==> config.mk <==
export PLATFORM = sky130hd
export DESIGN_NAME = id_ex_stage
export DESIGN_NICKNAME = d
export VERILOG_FILES = /design/src/rtl/otter_pkg.sv /design/src/rtl/load_use_detect.sv /design/src/rtl/id_ex_stage.sv
export SDC_FILE = /design/constraint.sdc
export NUM_CORES = 1
export LEC_CHECK = 0
export CAP_MARGIN = 10
export CELL_PAD_IN_SITES_DETAIL_PLACEMENT = 1
export CELL_PAD_IN_SITES_GLOBAL_PLACEMENT = 2
export CORE_MARGIN = 10
export CORE_UTILIZATION = 25
export CTS_CLUSTER_DIAMETER = 40
export DETAILED_ROUTE_END_ITERATION = 12
export PLACE_DENSITY_LB_ADDON = 0.25
export SLEW_MARGIN = 10
export SYNTH_ARGS = -nofsm -noshare
export SYNTH_HDL_FRONTEND = slang
export SYNTH_SLANG_ARGS = --single-unit
==> constraint.sdc <==
create_clock -name clk_i -period 1 [get_ports clk_i]
set_input_delay 0.15 -clock clk_i [delete_from_list [all_inputs] [get_ports clk_i]]
set_output_delay 0.15 -clock clk_i [all_outputs]
set_load 0.02 [all_outputs]
==> src/rtl/otter_pkg.sv <==
// Shared OTTER pipeline types: operand-select encodings, control bundle and EX register layout.
package otter_pkg;

  typedef enum logic [1:0] {
    AluSrcbReg  = 2'b00,
    AluSrcbImmI = 2'b01,
    AluSrcbImmS = 2'b10,
    AluSrcbImmU = 2'b11
  } alu_srcb_e;

  typedef enum logic [1:0] {
    RfSelPc4 = 2'b00,
    RfSelCsr = 2'b01,
    RfSelMem = 2'b10,
    RfSelAlu = 2'b11
  } rf_sel_e;

  typedef struct packed {
    logic       reg_write;
    logic       mem_write;
    logic       mem_read2;
    logic [1:0] rf_sel;
    logic [3:0] alu_fun;
    logic       alu_srca;
    logic [1:0] alu_srcb;
    logic [2:0] func3;
  } ctrl_t;

  typedef struct packed {
    logic [31:0] pc;
    logic [31:0] rs1_data;
    logic [31:0] rs2_data;
    logic [31:0] imm_i;
    logic [31:0] imm_s;
    logic [31:0] imm_u;
    logic [4:0]  rs1_addr;
    logic [4:0]  rs2_addr;
    logic [4:0]  rd_addr;
  } ex_data_t;

  // A bubble only needs the enables low; zeroing the whole bundle keeps EX quiet.
  localparam ctrl_t CtrlBubble = '0;

  function automatic logic rs1_used(logic alu_srca);
    return ~alu_srca;
  endfunction

  function automatic logic rs2_used(logic [1:0] alu_srcb, logic mem_write);
    return (alu_srcb == AluSrcbReg) | mem_write;
  endfunction

endpackage

==> src/rtl/load_use_detect.sv <==
// Combinational load-use hazard compare between the load in EX and the sources used in ID.
// Only compiled when ID_EX_LOAD_USE_EN is defined.
`ifdef ID_EX_LOAD_USE_EN
module load_use_detect
  import otter_pkg::*;
(
  input  logic       ex_valid_i,
  input  logic       ex_mem_read2_i,
  input  logic [4:0] ex_rd_addr_i,
  input  logic       id_valid_i,
  input  logic       id_alu_srca_i,
  input  logic [1:0] id_alu_srcb_i,
  input  logic       id_mem_write_i,
  input  logic [4:0] id_rs1_addr_i,
  input  logic [4:0] id_rs2_addr_i,
  output logic       hazard_o
);

  logic load_in_ex;
  logic rs1_hit;
  logic rs2_hit;

  always_comb begin
    load_in_ex = ex_valid_i & ex_mem_read2_i & (ex_rd_addr_i != 5'd0);
    rs1_hit    = rs1_used(id_alu_srca_i) & (id_rs1_addr_i == ex_rd_addr_i);
    rs2_hit    = rs2_used(id_alu_srcb_i, id_mem_write_i) & (id_rs2_addr_i == ex_rd_addr_i);
    hazard_o   = load_in_ex & id_valid_i & (rs1_hit | rs2_hit);
  end

endmodule
`endif

==> src/rtl/id_ex_stage.sv <==
// ID/EX pipeline register with flush/hold/bubble priority and optional load-use stall.
// Load-use detection is enabled by defining ID_EX_LOAD_USE_EN.
module id_ex_stage
  import otter_pkg::*;
(
  input  logic        clk_i,
  input  logic        rst_ni,
  input  logic        id_valid_i,
  input  logic [31:0] id_pc_i,
  input  logic [31:0] id_rs1_data_i,
  input  logic [31:0] id_rs2_data_i,
  input  logic [31:0] id_imm_i_i,
  input  logic [31:0] id_imm_s_i,
  input  logic [31:0] id_imm_u_i,
  input  logic [4:0]  id_rs1_addr_i,
  input  logic [4:0]  id_rs2_addr_i,
  input  logic [4:0]  id_rd_addr_i,
  input  logic        id_reg_write_i,
  input  logic        id_mem_write_i,
  input  logic        id_mem_read2_i,
  input  logic [1:0]  id_rf_sel_i,
  input  logic [3:0]  id_alu_fun_i,
  input  logic        id_alu_srca_i,
  input  logic [1:0]  id_alu_srcb_i,
  input  logic [2:0]  id_func3_i,
  input  logic        flush_i,
  input  logic        ex_hold_i,
  output logic        stall_id_o,
  output logic        ex_valid_o,
  output logic [31:0] ex_pc_o,
  output logic [31:0] ex_rs1_data_o,
  output logic [31:0] ex_rs2_data_o,
  output logic [31:0] ex_imm_i_o,
  output logic [31:0] ex_imm_s_o,
  output logic [31:0] ex_imm_u_o,
  output logic [4:0]  ex_rs1_addr_o,
  output logic [4:0]  ex_rs2_addr_o,
  output logic [4:0]  ex_rd_addr_o,
  output logic        ex_reg_write_o,
  output logic        ex_mem_write_o,
  output logic        ex_mem_read2_o,
  output logic [1:0]  ex_rf_sel_o,
  output logic [3:0]  ex_alu_fun_o,
  output logic        ex_alu_srca_o,
  output logic [1:0]  ex_alu_srcb_o,
  output logic [2:0]  ex_func3_o
);

  ctrl_t    id_ctrl;
  ex_data_t id_data;
  logic     valid_d, valid_q;
  ctrl_t    ctrl_d, ctrl_q;
  ex_data_t data_d, data_q;
  logic     hazard;

  assign id_ctrl = '{
    reg_write: id_reg_write_i,
    mem_write: id_mem_write_i,
    mem_read2: id_mem_read2_i,
    rf_sel:    id_rf_sel_i,
    alu_fun:   id_alu_fun_i,
    alu_srca:  id_alu_srca_i,
    alu_srcb:  id_alu_srcb_i,
    func3:     id_func3_i
  };

  assign id_data = '{
    pc:       id_pc_i,
    rs1_data: id_rs1_data_i,
    rs2_data: id_rs2_data_i,
    imm_i:    id_imm_i_i,
    imm_s:    id_imm_s_i,
    imm_u:    id_imm_u_i,
    rs1_addr: id_rs1_addr_i,
    rs2_addr: id_rs2_addr_i,
    rd_addr:  id_rd_addr_i
  };

`ifdef ID_EX_LOAD_USE_EN
  load_use_detect u_load_use_detect (
    .ex_valid_i     (valid_q),
    .ex_mem_read2_i (ctrl_q.mem_read2),
    .ex_rd_addr_i   (data_q.rd_addr),
    .id_valid_i     (id_valid_i),
    .id_alu_srca_i  (id_alu_srca_i),
    .id_alu_srcb_i  (id_alu_srcb_i),
    .id_mem_write_i (id_mem_write_i),
    .id_rs1_addr_i  (id_rs1_addr_i),
    .id_rs2_addr_i  (id_rs2_addr_i),
    .hazard_o       (hazard)
  );
`else
  assign hazard = 1'b0;
`endif

  // Flush dominates so a taken branch never leaves a stall behind.
  assign stall_id_o = (hazard | ex_hold_i) & ~flush_i;

  always_comb begin
    valid_d = valid_q;
    ctrl_d  = ctrl_q;
    data_d  = data_q;
    if (flush_i) begin
      valid_d = 1'b0;
      ctrl_d  = CtrlBubble;
    end else if (!ex_hold_i) begin
      if (hazard) begin
        valid_d = 1'b0;
        ctrl_d  = CtrlBubble;
      end else begin
        valid_d           = id_valid_i;
        ctrl_d            = id_ctrl;
        ctrl_d.reg_write  = id_valid_i & id_reg_write_i & (id_rd_addr_i != 5'd0);
        ctrl_d.mem_write  = id_valid_i & id_mem_write_i;
        ctrl_d.mem_read2  = id_valid_i & id_mem_read2_i;
        data_d            = id_data;
      end
    end
  end

  always_ff @(posedge clk_i or negedge rst_ni) begin
    if (!rst_ni) begin
      valid_q <= 1'b0;
      ctrl_q  <= '0;
      data_q  <= '0;
    end else begin
      valid_q <= valid_d;
      ctrl_q  <= ctrl_d;
      data_q  <= data_d;
    end
  end

  assign ex_valid_o     = valid_q;
  assign ex_pc_o        = data_q.pc;
  assign ex_rs1_data_o  = data_q.rs1_data;
  assign ex_rs2_data_o  = data_q.rs2_data;
  assign ex_imm_i_o     = data_q.imm_i;
  assign ex_imm_s_o     = data_q.imm_s;
  assign ex_imm_u_o     = data_q.imm_u;
  assign ex_rs1_addr_o  = data_q.rs1_addr;
  assign ex_rs2_addr_o  = data_q.rs2_addr;
  assign ex_rd_addr_o   = data_q.rd_addr;
  assign ex_reg_write_o = ctrl_q.reg_write;
  assign ex_mem_write_o = ctrl_q.mem_write;
  assign ex_mem_read2_o = ctrl_q.mem_read2;
  assign ex_rf_sel_o    = ctrl_q.rf_sel;
  assign ex_alu_fun_o   = ctrl_q.alu_fun;
  assign ex_alu_srca_o  = ctrl_q.alu_srca;
  assign ex_alu_srcb_o  = ctrl_q.alu_srcb;
  assign ex_func3_o     = ctrl_q.func3;

endmodule

==> flow_metrics.tcl, run 1 <==
set metrics [dict create \
    status "complete, but fails checks" \
    violations "setup timing" \
    synth_compound_area_frac 0.00313 \
    synth.yosys.seq_area_share 0.665 \
    num_vias 6542 \
    crit_path_max_fanout 2 \
    cap_violations 0 \
    grt_use_total 0.158 \
    syn_nets 721 \
    fin_crit_sh 1.24 \
    worstPathRequired_ns 0.85 \
    cts_made_buffers 43 \
    cp_top_family "flip-flops" \
    avgSynthCellArea_sq_um 17.0 \
    area_growth_pct 96.8 \
    fin_worst_skew_ns 0 \
    yosys-top-cells-count "dfrtp_1 (223), mux2_2 (107), mux2_1 (100)" \
    clk_latency_ns 0.54 \
    cts-htree-levels 2 \
    die_area_sq_mm 0.0413 \
    finalHoldViolCount 0 \
    r2r_start "ex_pc_o[7]$_DFFE_PN0P_" \
    setup_violations 233 \
    synthDominantCellAreaShare 0.665 \
    vias_per_cell 4.19 \
    yosys.area.top_type "dfrtp_1" \
    yosys.area_share.simple 0.0133 \
    slowest_delay_ns 0.40 \
    path_cells "buf_6" \
    hold_path.class "input pin to asynchronous set/reset pin" \
    worstPathArrival_ns 1.09 \
    whs_ns 0.0846 \
    cp_slowest_cell "dfrtp_1" \
    synth_fa_ha_area_frac 0 \
    synthTopCellsByArea "dfrtp_1 (67%), mux2_2 (14%), mux2_1 (13%)" \
    layout_setup_ws_ns -0.240 \
    dp_hpwl_microns 25000 \
    avgRoutedWirePerCell_microns 21.5 \
    synth.distinct_cells 17 \
    muxShareOfSynthArea 0.292 \
    grt-ovfl-total 0 \
    ctsRootBufferMaster "clkbuf_16" \
    syn_inst 494 \
    synthFlopType "dfrtp_1" \
    power_mw 35.0 \
    ys_warn_count 0 \
    totalWireLength_microns 33600 \
    io_pins 451 \
    globalplace.congestion 0.715 \
    drc_errors 0 \
    drive_gt1_frac 0.480 \
    drtIter0Drc 132 \
    antenna_found_initial 2 \
    vdd_drop_max_mv 1.45 \
    clkTransAtPathRegs_ns 0.05 \
    worst-setup-path-type "flop to output pin" \
    fmax_ghz 0.806 \
    core_sq_mm 0.0333 \
    cts_buffer_depth 3 \
    p_leak_nw 7.41 \
    synth-edff-count 0 \
    first_pass_iters 4 \
    worst_pin_slew_ns 0.333 \
    synth_top_family_by_area "multiplexers" \
    cp-end-kind "output pin" \
    die_y_microns 203 \
    synth.most_common_cell "dfrtp_1" \
    port-buffer-count 450 \
    clock_sinks 223 \
    relSlewSlack 0.778 \
    slew_violations 0 \
    fin_nets 1305 \
    async_flop_share 1.00 \
    crit_buf_inv 1 \
    grt_pass1_wl_microns 49200 \
    synth_area_sq_mm 0.00839 \
    crit_path_start_kind "flop" \
    num_rows 67 \
    fin_tns_setup_ns -47.81 \
    powerDensity_mw_per_mm2 2120 \
    first_global_vias 7435 \
    synthXorXnorAreaFrac 0 \
    grt_max_degree 37 \
    critPathLaunch "ex_alu_fun_o[2]$_DFFE_PN0N_" \
    cts_tree "built" \
    min_period_ns 1.24 \
    antenna_left 0 \
    ys_ff_latch 223 \
    die_w_microns 203 \
    initial_core_util 0.252 \
    rsz0062_at_grt "true" \
]
-- metal layers --
layer  share of wire  up-vias  GRT usage  routed length, microns
met3           0.094       43     0.0671                    3140
li1                -     2933          -                       -
met4           0.022        0     0.0605                     736
met1            0.35     3287      0.157                   11600
met2            0.54      279      0.286                   18100
met5               0        -          0                       0
-- placed cells by master, fill, tap and decap left out, types with 14 or more instances in the layout --
cell type          n
dfrtp_1          223
clkdlybuf4s50_1  223
mux2_2            88
buf_6            225
buf_4             80
clkbuf_16         43
mux2_4            25
mux2_1            94
buf_12            25
nor2_1            14
-- registers in the layout (all words and copies together) (netlist names), 2 cells and up --
name           count
ex_rs1_data_o     32
ex_imm_s_o        32
ex_rs2_data_o     32
ex_rd_addr_o       5
ex_alu_fun_o       4
ex_imm_i_o        32
ex_rf_sel_o        2
ex_func3_o         3
ex_alu_srcb_o      2
ex_imm_u_o        32
ex_pc_o           32
ex_rs1_addr_o      5
ex_rs2_addr_o      5
-- worst paths after layout --
| check | end | slack [ns] | cells after the start |
|---|---|---|---|
| max in group asynchronous | ex_imm_u_o[0]$_DFFE_PN0P_ | 0.39 | 3 |
| hold / removal | ex_pc_o[8]$_DFFE_PN0P_ | 0.08 | 2 |
| hold reg to reg | ex_rs1_data_o[4]$_DFFE_PN0P_ | 0.50 | 1 |
| setup reg to reg | ex_pc_o[7]$_DFFE_PN0P_ | -0.04 | 3 |
| min in group clk_i | ex_rf_sel_o[0]$_DFFE_PN0N_ | 0.11 | 3 |
| setup / recovery | ex_alu_fun_o[2] | -0.24 | 1 |
-- cell families after synthesis --
group / count (synthesis)
flip-flops: 223
AO/OA/AOI/OAI: 4
multiplexers: 219
buffers and inverters: 26
AND/OR/NAND/NOR: 22
-- cell type report --
class	instances	area, sq um
Antenna cell	2	5.00
Clock buffer	52	1170
Clock inverter	26	370
Fill cell	3294	16800
Multi-Input combinational cell	245	2700
Sequential cell	223	5580
Tap cell	448	561
Timing Repair Buffer	565	6130
-- report_power, final --
part           internal, mW  leakage (nW)  switching (mW)  total, mW
sequential             10.3          2.64           0.891       11.2
clock                  10.4         0.749            5.01       15.4
combinational          4.82          4.02            3.53       8.35
total                  25.6          7.41            9.44       35.0
-- stage by stage --
stage | std cells | setup WS (ns) | util | instance area (sq um)
finish | 1561 | -0.240 | 0.496 | 16500
global route | 1561 | -0.299 | 0.496 | 16500
CTS | 1534 | -0.289 | 0.490 | 16300
detailed placement | 1414 | -0.795 | 0.417 | 13900
global placement | 1414 | -0.765 | 0.417 | 13900
floorplan | 494 | -0.156 | - | 8490
-- repair_timing --
action / in CTS / in global routing
hold endpoints to repair: 223 / 0
buffers inserted: 37 / 26
endpoints found under the setup margin: 427 / 233
pin swaps: 1 / 1
gates resized for setup: 1246 / 8
gates cloned: 6 / 0
hold buffers: 1 / 0
(Power assumes the default switching activity.)
==> run 2: changes to the inputs <==
Settings changed: CELL_PAD_IN_SITES_DETAIL_PLACEMENT 1 to not set, CELL_PAD_IN_SITES_GLOBAL_PLACEMENT 2 to not set, CORE_AREA set to 10 10 167 169, CORE_MARGIN 10 to not set, CORE_UTILIZATION 25 to not set, DIE_AREA set to 0 0 177 179.
==> run 2 against run 1 <==
  * The run still ends with setup timing left
  * Sequential share of layout area grew 0.15 points
  * Critical path depth is the same
  * Core utilization grew 17 points
  * Wire length shrank 7.8%
  * Sequential power is essentially flat
  * Setup slack gained 0.023 ns
  * Hold slack lost 0.053 ns
  * Maximum frequency grew 1.9%
  * Clock-buffer cell count shrank 10
  * Highest routed layer is now met5
  * Non-clock buffer count grew 3
  * Via count shrank 2.1%
==> flow_metrics.tcl, run 2 (synthesized netlist as in run 1, its figures left out) <==
set metrics [dict create \
    core_sq_mm 0.0247 \
    cap_violations 0 \
    first_pass_iters 4 \
    totalWireLength_microns 30900 \
    worst_pin_slew_ns 0.349 \
    switchingPower_mw 8.87 \
    ctsRootBufferMaster "clkbuf_16" \
    fin_nets 1301 \
    min_period_ns 1.22 \
    fmax_ghz 0.822 \
    drtIter0Drc 165 \
    worstPathRequired_ns 0.85 \
    p_int_mw 23.7 \
    r2r_slack_ns -0.03 \
    reg2reg_depth 3 \
    grt_use_total 0.185 \
    io_pins 451 \
    power_frac_seq 0.345 \
    p_sw_frac 0.272 \
    layout_commonest_cell "buf_6" \
    crit_path_start_kind "flop" \
    combPwrFrac 0.261 \
    rsz0062_at_grt "true" \
    globalplace.congestion 0.797 \
    num_vias 6403 \
    layout_setup_ws_ns -0.217 \
    r2r_start "ex_imm_i_o[3]$_DFFE_PN0P_" \
    area_growth_pct 96.0 \
    utilization 0.664 \
    reg2reg_to "ex_imm_i_o[3]$_DFFE_PN0P_" \
    powerDensity_mw_per_mm2 1980 \
    finalHoldViolCount 0 \
    antenna_found_initial 3 \
    layout_common_cells "buf_6 (231), dfrtp_1 (223), clkdlybuf4s50_1 (221), mux2_1 (75), mux2_2 (72)" \
    drive_gt1_frac 0.493 \
    clock_sinks 223 \
    cts_buffer_depth 3 \
    setup_violations 225 \
    num_rows 58 \
    grt_pass1_wl_microns 44500 \
    vias_per_cell 4.48 \
    relSlewSlack 0.768 \
    holdPathEnd "ex_alu_srca_o$_DFFE_PN0N_" \
    hold_path.class "input pin to flop" \
    status "complete, but fails checks" \
    cp_top_family "flip-flops" \
    die_w_microns 177 \
    clkTransAtPathRegs_ns 0.06 \
    clk_latency_ns 0.49 \
    grt-ovfl-total 0 \
    hold_path_startpoint "ex_hold_i" \
    worstPathArrival_ns 1.07 \
    whs_ns 0.0312 \
    first_global_vias 7206 \
    antenna_left 0 \
    slowest_delay_ns 0.42 \
    die_area_sq_mm 0.0317 \
    dp_hpwl_microns 22600 \
    min_path_cells 4 \
    violations "setup timing" \
    slew_violations 0 \
    dp_slack_ns -0.753 \
    cp_slowest_cell "dfrtp_1" \
    worst-setup-path-type "flop to output pin" \
    fin_crit_sh 1.22 \
    vdd_drop_max_mv 1.96 \
    path_cells "buf_6" \
    drc_errors 0 \
    cts-htree-levels 2 \
    crit_path_max_fanout 2 \
    fin_tns_setup_ns -36.47 \
    p_leak_nw 7.48 \
    p_clk_frac 0.393 \
    cts_tree "built" \
    cp-end-kind "output pin" \
    fin_worst_skew_ns 0 \
    cts_made_buffers 36 \
    die_y_microns 179 \
    grt_max_degree 36 \
    port-buffer-count 450 \
    avgRoutedWirePerCell_microns 21.7 \
    crit_buf_inv 1 \
    initial_core_util 0.339 \
]
[run 2: worst max-delay path by stage]
stage,endpoint,slack (ns),from,depth (start not counted)
detailed placement,ex_imm_s_o[21]$_DFFE_PN0P_,-0.75,ex_hold_i,6
CTS,ex_pc_o[1],-0.25,ex_pc_o[1]$_DFFE_PN0P_,1
finish,ex_pc_o[1],-0.22,ex_pc_o[1]$_DFFE_PN0P_,1
floorplan,ex_pc_o[10]$_DFFE_PN0P_,-0.16,ex_hold_i,5
global placement,ex_imm_s_o[26]$_DFFE_PN0P_,-0.75,ex_hold_i,6
global route,ex_pc_o[1],-0.25,ex_pc_o[1]$_DFFE_PN0P_,1
[run 2: power groups by stage]
| stage | combinational, mW | sequential [mW] | clock, mW |
|---|---|---|---|
| 2_1_floorplan | 1.42 | 12.7 | 0 |
| 3_3_place_gp | 7.42 | 11.0 | 0 |
| 3_5_place_dp | 7.47 | 11.1 | 0 |
| 4_1_cts | 8.30 | 11.2 | 13.1 |
| 5_1_grt | 8.95 | 11.4 | 13.6 |
| 6_report | 8.51 | 11.3 | 12.8 |
[run 2: area by class of cell]
cell class | instances | area (sq um)
clock buffers | 42 | 985
fillers | 1759 | 8310
well taps | 330 | 413
repair buffers | 568 | 6360
multi-input cells | 245 | 2830
diodes | 1 | 2.50
flip-flops and latches | 223 | 5580
clock inverters | 20 | 263
[run 2: timing repair]
| action | in CTS | in global routing |
|---|---|---|
| hold buffers | 1 | 0 |
| gates resized for setup | 1318 | 51 |
| gates cloned | 12 | 1 |
| pin swaps | 1 | 2 |
| hold endpoints to repair | 223 | 0 |
| buffers inserted | 38 | 24 |
| endpoints found under the setup margin | 432 | 268 |
[run 2: metal layers]
metal	vias up	routed length, microns	global-route usage
met5	-	21	0
li1	2908	-	-
met4	4	895	0.0694
met3	51	3280	0.0838
met1	3151	10500	0.181
met2	289	16300	0.337
[run 2: metrics by stage]
step	area [sq um]	cells	total power, mW
6_report	16400	1429	32.6
5_1_grt	16400	1429	33.9
4_1_cts	16100	1410	32.6
3_5_place_dp	13700	1298	18.6
3_3_place_gp	13700	1298	18.5
2_1_floorplan	8490	494	14.1
==> run 3: changes to the inputs <==
Settings changed: SKIP_LAST_GASP set to 1.
==> run 3 against run 2 <==
  * Largest power group unchanged
  * Highest routed layer unchanged
  * Via count shrank 0.31%
  * The flow still finishes with violations (setup timing)
  * Global-route usage is the same
  * Non-clock buffer count is the same
  * Critical path depth is the same
  * Core utilization shrank 0.36 points
==> flow_metrics.tcl, run 3 (synthesized netlist as in run 1, its figures left out) <==
set metrics [dict create \
    status "complete, but fails checks" \
    violations "setup timing" \
    cts-htree-levels 2 \
    cp_slowest_cell "dfrtp_1" \
    nFillCells 1783 \
    slowest_delay_ns 0.42 \
    antenna_left 0 \
    finalHoldViolCount 0 \
    vias_per_cell 4.47 \
    cp_top_family "flip-flops" \
    relSlewSlack 0.770 \
    fin_nets 1301 \
    r2r_start "ex_imm_i_o[3]$_DFFE_PN0P_" \
    die_area_sq_mm 0.0317 \
    whs_ns 0.0434 \
    cp-end-kind "output pin" \
    fin_worst_skew_ns 0 \
    rsz0062_at_grt "true" \
    dp_hpwl_microns 22600 \
    drc_errors 0 \
    grt_use_total 0.185 \
    powerDensity_mw_per_mm2 1980 \
    grt-ovfl-total 0 \
    die_y_microns 179 \
    totalWireLength_microns 30700 \
    hold_path_startpoint "id_rd_addr_i[0]" \
    critPathLaunch "ex_pc_o[1]$_DFFE_PN0P_" \
    setup_violations 237 \
    fmax_ghz 0.824 \
    worst_pin_slew_ns 0.345 \
    fin_tns_setup_ns -36.38 \
    clock_sinks 223 \
    fin_area_sq_mm 0.0164 \
    p_leak_nw 7.40 \
    grt_pass1_wl_microns 44500 \
    first_pass_iters 4 \
    core_sq_mm 0.0247 \
    dpl_cell_area_sq_mm 0.0137 \
    layout_common_cells "buf_6 (229), dfrtp_1 (223), clkdlybuf4s50_1 (221), mux2_1 (84), mux2_2 (84)" \
    path_cells "buf_6" \
    worst-setup-path-type "flop to output pin" \
    drtIter0Drc 175 \
    cts_tree "built" \
    port-buffer-count 450 \
    cts_made_buffers 36 \
    crit_buf_inv 1 \
    crit_path_max_fanout 2 \
    cts_buffer_depth 3 \
    crit_path_start_kind "flop" \
    min_period_ns 1.21 \
    ctsRootBufferMaster "clkbuf_16" \
    die_w_microns 177 \
    cap_violations 0 \
    worstPathArrival_ns 1.06 \
    layout_commonest_cell "buf_6" \
    num_rows 58 \
    num_vias 6383 \
    worstPathRequired_ns 0.85 \
    area_growth_pct 94.9 \
    drive_gt1_frac 0.485 \
    globalplace.congestion 0.797 \
    antenna_found_initial 3 \
    slew_violations 0 \
    vdd_drop_max_mv 1.96 \
    clkTransAtPathRegs_ns 0.05 \
    layout_setup_ws_ns -0.213 \
    clk_latency_ns 0.49 \
    layoutNonFillerInstCount 1429 \
    fin_crit_sh 1.21 \
    first_global_vias 7206 \
    initial_core_util 0.339 \
    hold_path.class "input pin to flop" \
    grt_max_degree 36 \
    io_pins 451 \
    place_inst 1298 \
    dp_slack_ns -0.753 \
    avgRoutedWirePerCell_microns 21.5 \
]
==> run 3: cell counts in the layout (fill, tap and decap cells not counted) <==
Identical to the previous run, type by type.
==> run 3: final cells by class <==
class                      count  area (sq um)  area share
antenna                        1          2.50    0.000153
clock buffer                  42           985      0.0602
clock inverter                20           263      0.0161
multi-input combinational    245          2750       0.168
sequential                   223          5580       0.341
tap                          330           413      0.0253
timing repair buffer         568          6350       0.389
==> run 3: timing repair <==
| item | in CTS | in global routing |
|---|---|---|
| buffers inserted | 38 | 24 |
| endpoints found under the setup margin | 432 | 268 |
| gates cloned | 12 | 1 |
| hold buffers | 1 | 0 |
| gates resized for setup | 1318 | 27 |
| hold endpoints to repair | 223 | 0 |
| pin swaps | 1 | 2 |
==> run 3: path summary, 6_finish.rpt <==
check                                               endpoint  slack [ns]  cells after the start
worst max-delay path                              ex_pc_o[1]       -0.21                      1
worst max register to register     ex_imm_i_o[3]$_DFFE_PN0P_       -0.05                      3
max in group asynchronous          ex_imm_i_o[4]$_DFFE_PN0P_        0.34                      3
min in group asynchronous         ex_imm_u_o[28]$_DFFE_PN0P_        0.14                      2
worst min register to register  ex_rs1_data_o[8]$_DFFE_PN0P_        0.50                      1
worst min-delay path             ex_rd_addr_o[0]$_DFFE_PN0P_        0.04                      3
==> run 3: metal layers <==
metal,vias to the layer above,global-route usage,wire [microns],share of wire
met4,4,0.0694,897,0.029
met2,295,0.337,16300,0.53
met3,54,0.0838,3360,0.11
li1,2910,-,-,-
met1,3120,0.181,10200,0.33
met5,-,0,21,0.00068
==> run 3: report_power, final <==
group	leakage, nW	switching (mW)	internal [mW]
clock network	0.608	4.42	8.38
logic	4.15	3.49	4.91
registers	2.64	0.922	10.3
total	7.40	8.83	23.6
==> run 3: through the flow <==
step | utilization | power, mW
after CTS | 0.650 | 32.6
after global placement | 0.554 | 18.5
after global routing | 0.661 | 33.8
after floorplan | - | 14.1
after detailed placement | 0.554 | 18.6
final | 0.661 | 32.4
